===== src/rtl/tw_rom_sequencer.sv =====
// ---------------------------------------------------------------------------
// tw_rom_sequencer
//   Control FSM for the radix-16 twiddle ROM. For one NTT pass it steps the
//   ROM through STAGE_NUM stages of CYC_PER_STAGE read cycles each, separated
//   by GAP_CYCLES flush cycles. Optionally it first collects INIT_STORE_DATA
//   new row-0 twiddles and writes them into the ROM as one unbroken burst.
//
// Ports
//   CLK, rst_n          clock (rising edge), asynchronous active-low reset
//   start, load_en      pass request (IDLE only); load_en selects a row-0 reload
//   in_valid/in_ready   row-0 word handshake, in_data is the word
//   stall               butterfly back-pressure, freezes issue in RUN only
//   stage_counter, CEN, state, ROM0_w, horizontal_row0_in   ROM control pins
//   busy, done          pass status towards the NTT controller
// ---------------------------------------------------------------------------
module tw_rom_sequencer #(
  parameter int SC_WIDTH        = 3,
  parameter int S_WIDTH         = 4,
  parameter int P_WIDTH         = 64,
  parameter int STAGE_NUM       = 3,
  parameter int INIT_STORE_DATA = 4,
  parameter int CYC_PER_STAGE   = 64,
  parameter int GAP_CYCLES      = 2,
  parameter int CNT_WIDTH       = 10
) (
  input  logic                CLK,
  input  logic                rst_n,
  input  logic                start,
  input  logic                load_en,
  input  logic                in_valid,
  output logic                in_ready,
  input  logic [P_WIDTH-1:0]  in_data,
  input  logic                stall,
  output logic [SC_WIDTH-1:0] stage_counter,
  output logic                CEN,
  output logic [S_WIDTH-1:0]  state,
  output logic                ROM0_w,
  output logic [P_WIDTH-1:0]  horizontal_row0_in,
  output logic                busy,
  output logic                done
);

  localparam int IDX_W = (INIT_STORE_DATA > 1) ? $clog2(INIT_STORE_DATA) : 1;

  // Encodings are the codes the ROM expects on its state pins.
  typedef enum logic [S_WIDTH-1:0] {
    ST_IDLE    = S_WIDTH'(0),
    ST_COLLECT = S_WIDTH'(1),
    ST_BURST   = S_WIDTH'(2),
    ST_RUN     = S_WIDTH'(4),
    ST_GAP     = S_WIDTH'(5),
    ST_DONE    = S_WIDTH'(7)
  } fsm_t;

  fsm_t                r_state;
  fsm_t                w_state_next;
  logic [SC_WIDTH-1:0]  r_stage;
  logic [CNT_WIDTH-1:0] r_issue_cnt;
  logic [CNT_WIDTH-1:0] r_gap_cnt;
  logic [IDX_W-1:0]     r_idx;       // write index in COLLECT, word index in BURST
  logic [P_WIDTH-1:0]   r_buf [INIT_STORE_DATA];
  logic                 r_in_ready;
  logic                 r_rom0_w;
  logic [P_WIDTH-1:0]   r_row0;
  logic                 r_busy;
  logic                 r_done;

  logic                 w_issue;
  logic                 w_hs;
  logic                 w_last_idx;
  logic                 w_stage_end;
  logic                 w_last_stage;
  logic                 w_gap_end;
  logic [IDX_W-1:0]     w_rd_idx;

  assign w_issue      = (r_state == ST_RUN) && !stall;
  assign w_hs         = (r_state == ST_COLLECT) && in_valid && r_in_ready;
  assign w_last_idx   = (r_idx == IDX_W'(INIT_STORE_DATA - 1));
  assign w_stage_end  = w_issue && (r_issue_cnt == CNT_WIDTH'(CYC_PER_STAGE - 1));
  assign w_last_stage = (r_stage == SC_WIDTH'(STAGE_NUM - 1));
  assign w_gap_end    = (r_gap_cnt == CNT_WIDTH'(GAP_CYCLES - 1));
  // Word to present next: word 0 when entering BURST, else the following word.
  assign w_rd_idx     = (r_state == ST_BURST) ? r_idx + IDX_W'(1) : '0;

  // ---------------- FSM ----------------
  always_ff @(posedge CLK or negedge rst_n) begin
    if (!rst_n) begin
      r_state <= ST_IDLE;
    end else begin
      r_state <= w_state_next;
    end
  end

  always_comb begin
    w_state_next = r_state;
    case (r_state)
      ST_IDLE:    if (start) w_state_next = load_en ? ST_COLLECT : ST_RUN;
      ST_COLLECT: if (w_hs && w_last_idx) w_state_next = ST_BURST;
      // Fixed length, never paused: the ROM restarts its write index when ROM0_w drops.
      ST_BURST:   if (w_last_idx) w_state_next = ST_RUN;
      ST_RUN:     if (w_stage_end) w_state_next = w_last_stage ? ST_DONE : ST_GAP;
      ST_GAP:     if (w_gap_end) w_state_next = ST_RUN;
      ST_DONE:    w_state_next = ST_IDLE;
      default:    w_state_next = ST_IDLE;
    endcase
  end

  // ---------------- row-0 buffer ----------------
  always_ff @(posedge CLK or negedge rst_n) begin
    if (!rst_n) begin
      for (int i = 0; i < INIT_STORE_DATA; i++) r_buf[i] <= '0;
    end else if (w_hs) begin
      r_buf[r_idx] <= in_data;
    end
  end

  // ---------------- counters and registered outputs ----------------
  always_ff @(posedge CLK or negedge rst_n) begin
    if (!rst_n) begin
      r_stage     <= '0;
      r_issue_cnt <= '0;
      r_gap_cnt   <= '0;
      r_idx       <= '0;
      r_in_ready  <= 1'b0;
      r_rom0_w    <= 1'b0;
      r_row0      <= '0;
      r_busy      <= 1'b0;
      r_done      <= 1'b0;
    end else begin
      // Shared index: advances per handshake in COLLECT, per cycle in BURST,
      // and is cleared whenever either phase finishes its last word.
      if ((w_hs || r_state == ST_BURST) && w_last_idx) begin
        r_idx <= '0;
      end else if (w_hs || r_state == ST_BURST) begin
        r_idx <= r_idx + IDX_W'(1);
      end

      if (w_state_next == ST_BURST) begin
        // A single-word buffer is still being written on the entry edge.
        if (INIT_STORE_DATA == 1 && r_state == ST_COLLECT) begin
          r_row0 <= in_data;
        end else begin
          r_row0 <= r_buf[w_rd_idx];
        end
      end else begin
        r_row0 <= '0;
      end
      r_rom0_w <= (w_state_next == ST_BURST);

      if (w_issue) begin
        r_issue_cnt <= w_stage_end ? '0 : r_issue_cnt + CNT_WIDTH'(1);
      end

      if (r_state == ST_GAP && !w_gap_end) begin
        r_gap_cnt <= r_gap_cnt + CNT_WIDTH'(1);
      end else begin
        r_gap_cnt <= '0;
      end

      if (r_state == ST_GAP && w_gap_end) begin
        r_stage <= r_stage + SC_WIDTH'(1);
      end else if (r_state == ST_IDLE || r_state == ST_DONE) begin
        r_stage <= '0;
      end

      r_in_ready <= (w_state_next == ST_COLLECT);
      r_busy     <= (w_state_next != ST_IDLE);
      r_done     <= (w_state_next == ST_DONE);
    end
  end

  assign CEN                = !w_issue;
  assign state              = r_state;
  assign stage_counter      = r_stage;
  assign in_ready           = r_in_ready;
  assign ROM0_w             = r_rom0_w;
  assign horizontal_row0_in = r_row0;
  assign busy               = r_busy;
  assign done               = r_done;

endmodule


===== config.mk =====
export PLATFORM = sky130hd
export DESIGN_NAME = tw_rom_sequencer
export DESIGN_NICKNAME = d
export VERILOG_FILES = /design/src/rtl/tw_rom_sequencer.sv
export SDC_FILE = /design/constraint.sdc
export NUM_CORES = 1
export LEC_CHECK = 0
export ABC_AREA = 1
export BUFFER_PORTS_ARGS = -buffer_cell sky130_fd_sc_hd__buf_2
export CORE_ASPECT_RATIO = 1.25
export CORE_MARGIN = 2
export CORE_UTILIZATION = 56
export CTS_CLUSTER_SIZE = 40
export DETAILED_ROUTE_END_ITERATION = 6
export PLACE_DENSITY_LB_ADDON = 0.25
export SKIP_CTS_REPAIR_TIMING = 1
export SKIP_LAST_GASP = 1
export SLEW_MARGIN = 10
export SYNTH_ARGS = -nofsm -noshare
export SYNTH_HDL_FRONTEND = slang
export SYNTH_SLANG_ARGS = --single-unit

===== constraint.sdc =====
create_clock -name CLK -period 2.1 [get_ports CLK]
set_input_delay 0.42 -clock CLK [delete_from_list [all_inputs] [get_ports CLK]]
set_output_delay 0.42 -clock CLK [all_outputs]
set_load 0.03 [all_outputs]

# After elaboration in Yosys (flattened, before gate mapping)
# Index checks and enable logic that the tools add are counted.
[totals]
output_inout_bits = 76
register_bits = 353
elab_cells = 75
in_bits = 70
[op_classes]
add_sub_neg = 4
muxes = 22
n_reduce_logical = 18
order_cmp = 3
bitwise = 2
eq_ne = 12
[ops]
columns = ["op", "n"]
rows = [
  ["bitwise mux 256 bit", 1],
  ["2-to-1 mux 64 bit", 4],
  ["binary-select mux 64 bit (select 2 bit)", 1],
  ["demux 64 bit (select 2 bit)", 1],
  ["adder 10 x 1 -> 10 bit, second input constant", 2],
  ["2-to-1 mux 10 bit", 2],
  ["2-to-1 mux 4 bit", 5],
  ["one-hot mux 4 bit (5 select lines)", 1],
  ["equality test 4 x 3 -> 1 bit, second input constant", 4],
  ["equality test 10 x 1 -> 1 bit, second input constant", 1],
  ["equality test 10 x 6 -> 1 bit, second input constant", 1],
  ["logical AND 1 bit", 9],
  ["2-to-1 mux 3 bit", 3],
  ["equality test 4 x 1 -> 1 bit, second input constant", 2],
  ["equality test 4 x 2 -> 1 bit, second input constant", 2],
  ["2-to-1 mux 2 bit", 4],
  [">= comparator 3 bit, second input constant", 2],
  ["NOT 2 -> 3 bit", 2],
  ["logical NOT 4 bit", 1],
  ["nonzero test 2 bit", 2],
  ["nonzero test 4 bit", 1],
  ["adder 3 x 1 -> 3 bit, second input constant", 1],
  ["equality test 3 x 2 -> 1 bit, second input constant", 1],
  ["logical NOT 1 bit", 3],
  ["other kinds (4)", 5],
]

# Depth between registers and ports, before layout
[depth]
ltp_word = 8
ltp_mapped = 10
depth_no_buf = 9

# Worst setup path after synthesis
# OpenSTA, ideal clock, no wires.
[synth_timing]
path_kind = "register -> register"
startpoint = "reg r_state[2], in the netlist state[2]"
endpoint = "reg r_issue_cnt[4]"
t_required_ps = 1978
n_path_buf = 0
arrival_time_ps = 1572
synth_period_minus_slack_ps = 1693
path_stages_with_launch = 7
setup_time_ps = 122
path_slack_ps = 407
path_cell_list = "dfrtp_1 inv_2 nor2_4 nand3_2 nor3_1 nand2_1 xor2_1"
[synth_between]
elab_chain_len = 4
[synth_lines]
columns = ["element", "line_no", "source"]
rows = [
  ["start: declaration", "55", "fsm_t r_state;"],
  ["start signal: assignment", "90", "r_state <= w_state_next;"],
  ["equality test 4 x 3 -> 1 bit *", "76", "assign w_issue = (r_state == ST_RUN) && !stall;"],
  ["logical AND 1 bit *", "76", ""],
  ["logical AND 1 bit", "79", "assign w_stage_end = w_issue && (r_issue_cnt == CNT_WIDTH'(CYC_PER_STAGE - 1));"],
  ["2-to-1 mux 10 bit", "151", "r_issue_cnt <= w_stage_end ? '0 : r_issue_cnt + CNT_WIDTH'(1);"],
  ["end signal: assignment", "151", ""],
  ["end: declaration", "58", "logic [CNT_WIDTH-1:0] r_issue_cnt;"],
]
# Every way passes the cells marked *; elsewhere a longest branch is shown, timed or not.
# A chain may end at the register's enable or synchronous reset.

# Worst setup path after layout
[layout_timing]
startpoint = "reg r_state[1], in the netlist state[1]"
endpoint = "out CEN"
[layout_between]
elab_chain_len = 3
[layout_lines]
columns = ["element", "line_no", "source"]
rows = [
  ["equality test 4 x 3 -> 1 bit", "76", ""],
  ["logical AND 1 bit", "76", ""],
  ["logical NOT 1 bit", "172", "assign CEN = !w_issue;"],
  ["end: declaration", "35", "output logic CEN,"],
]
# Every way passes these cells.

==> results.tsv <==
metric	value	unit
yosysTopAreaCellShare	57.73	%
finalWorstSetupSlack	0.1192	ns
r2r_setup_slack	0.13	ns
drive_gt1_share	14.07	%
ctsHtreeMaxLevel	2	
async_reset_ff_share	100.0	%
gr-total-overflow	0	
power.switching	4455	uW
clockBufferDepth	3	
syn-num-nets	1834	
vias_per_cell	5.530	
drc_errors	0	
clkTransAtPathRegs	0.06	ns
ant_nets	0	
combPwrFrac	13.2	%
hpwl	21.77	mm
dpl_cell_area	16410	um^2
critPathArrivalTime	1.56	ns
max_freq	504.8	MHz
maxCapViolCount	0	
synth-edff-count	0	
die-area	28670	um^2
root_buffer	clkbuf_16	
final_nets	1938	
initial_core_util	57.04	%
die_x	151.9	um
syn2layout_area_growth	15.01	%
postLayoutCellArea	17600	um^2
tritoncts	built	
ys_types	28	
cellPowerDensity	909.8	nW/um^2
first_global_vias	11970	
drt_wl_total	37.34	mm
worst_slew_pin_slew	0.6655	ns
min_period	1.981	ns
cp.required	1.68	ns
synthMostInstantiatedCell	nand2_1	
finalCritPeriodShare	94.33	%
dieHeight	188.8	um
synth_warnings	0	
irDropWorstVdd	0.0007046	V
num_vias	12340	
grt_max_degree	85	
grt_pass1_wl	60.73	mm
slew-limit-headroom	55.63	%
instances_no_fill	2232	
leakagePower	0.009301	uW
cts_buffers	35	
synth_area	15300	um^2
num_io_pins	146	
antenna_found_initial	4	
holdCritPathClass	primary input to flip-flop	
cts_sinks	353	
place_inst	2165	
p_clk_share	39.1	%
wl_per_cell	16.73	um
outcome	completed	
place.gp.congestion	0.8706	
yosysTopAreaCell	dfrtp_1	
slew_viol_final	0	
power_frac_seq	47.7	%
final_hold_viol_count	0	
drtIter0Drc	861	
sw_frac_of_total	27.83	%
ys_seq_elements	353	
grt_usage	25.82	%
cp-start-kind	flip-flop	
synth_seq_area_share	57.73	%
numPortBuffers	145	
final_core_util	65.61	%
rows	67	
end_kind	output port	
fin_skew	0.02707	ns
first_pass_iters	5	
synth_common_cells	481 x nand2_1, 353 x dfrtp_1, 284 x o21ai_0	
pre_cts_ws	0.1789	ns
cp_max_fo	10	
worstSetupPathType	flip-flop to output port	
coreArea	26830	um^2
synthTopCellsByArea	dfrtp_1 58%, nand2_1 12%, o21ai_0 9.3%, a21oi_1 4.2%, inv_1 4.1%	
intPower	11560	uW
clk_latency	0.53	ns
synth_cells	1755	
finalSetupViolCount	0	
synth_area_per_cell	8.719	um^2
ys.flop_type	dfrtp_1	
==> cells in the final DEF (no fill, tap or decap) <==
cell and instances:
nand2_1 481, dfrtp_1 352, o21ai_0 284, inv_1 168, buf_2 144, a21oi_1 127
o211ai_1 64, o21ai_1 51, clkbuf_16 36, nor2_1 29, nand3_1 23, buf_4 22
buf_12 16, nor3_1 12, ha_1 9, clkbuf_1 7, clkinv_2 7, clkbuf_8 7
nor2_4 6, a21oi_2 6, inv_2 5, nor2_2 4, xor2_1 4, diode_2 3
nand3_4 3, nand4_1 2, a31oi_1 2, bufinv_16 2, nor3b_1 1, nand2_4 1
xnor2_1 1, clkinv_8 1, inv_6 1, clkinvlp_4 1, nand3_2 1, dlygate4sd3_1 1
buf_8 1, dfrtp_2 1, conb_1 1
==> worst paths after layout <==
check	startpoint	end	cells past startpoint
min in group asynchronous	rst_n	r_buf[20]$_DFFE_PN0P_	2
worst max-delay path	state[1]$_DFF_PN0_	CEN	3
worst min register to register	r_buf[181]$_DFFE_PN0P_	r_buf[181]$_DFFE_PN0P_	2
max in group asynchronous	rst_n	r_buf[244]$_DFFE_PN0P_	3
worst min-delay path	in_data[45]	r_buf[45]$_DFFE_PN0P_	3
worst max register to register	r_idx[0]$_DFFE_PN0P_	horizontal_row0_in[27]$_DFF_PN0_	7
==> flip-flops by register name, summed over array words and instances, names as in the netlist <==
register / cells
r_buf: 256
horizontal_row0_in: 64
r_gap_cnt: 10
r_issue_cnt: 10
state: 4
stage_counter: 3
r_idx: 2
ROM0_w: 1
busy: 1
done: 1
in_ready: 1
==> area by class of cell <==
type / count / area (um^2)
sequential: 353 / 8835
multi-input combinational: 1112 / 5294
timing repair buffer: 184 / 1231
inverter: 173 / 649.4
antenna: 3 / 7.507
clock inverter: 12 / 127.6
fill: 2213 / 9226
clock buffer: 50 / 1023
tap: 345 / 431.7
==> through the flow <==
| stage | power (uW) | hold WS, ns | TNS (ns) |
|---|---|---|---|
| 4_1_cts | 16100 | -0.1955 | 0 |
| 6_report | 16010 | 0.1399 | 0 |
| 5_1_grt | 16670 | 0.1394 | -0.006712 |
| 2_1_floorplan | 8869 | 0.1244 | 0 |
| 3_3_place_gp | 9758 | 0.3501 | 0 |
| 3_5_place_dp | 9838 | 0.3525 | 0 |
==> critical path: stages, from the launching register on <==
cell     delay (ns)
dfrtp_1        0.41
nor2_1         0.25
nand3_4        0.17
buf_2          0.22
==> power by group through the flow <==
stage / combinational [uW] / clock (uW) / sequential (uW)
after global routing: 2360 / 6610 / 7690
after CTS: 2100 / 6370 / 7620
after detailed placement: 2090 / 0 / 7750
final: 2120 / 6270 / 7630
after global placement: 2040 / 0 / 7720
after floorplan: 1150 / 0 / 7720
==> layer usage <==
| metal | wire length, um | vias to the layer above | GRT usage, % |
|---|---|---|---|
| met4 | 1011 | 2 | 8.447 |
| met2 | 18410 | 376 | 44.53 |
| met1 | 15630 | 5987 | 33.85 |
| li1 | - | 5904 | - |
| met5 | 7 | - | 0 |
| met3 | 2279 | 74 | 3.772 |
==> cell families after synthesis <==
logic type	synth area share, %
flops	57.73
other cells	0.02451
xor+xnor	0.2862
buf+inv	8.119
simple gates	14.43
fa+ha+maj	0.7359
compound gates	18.68
No activity file was read; power rests on OpenSTA's default activity.
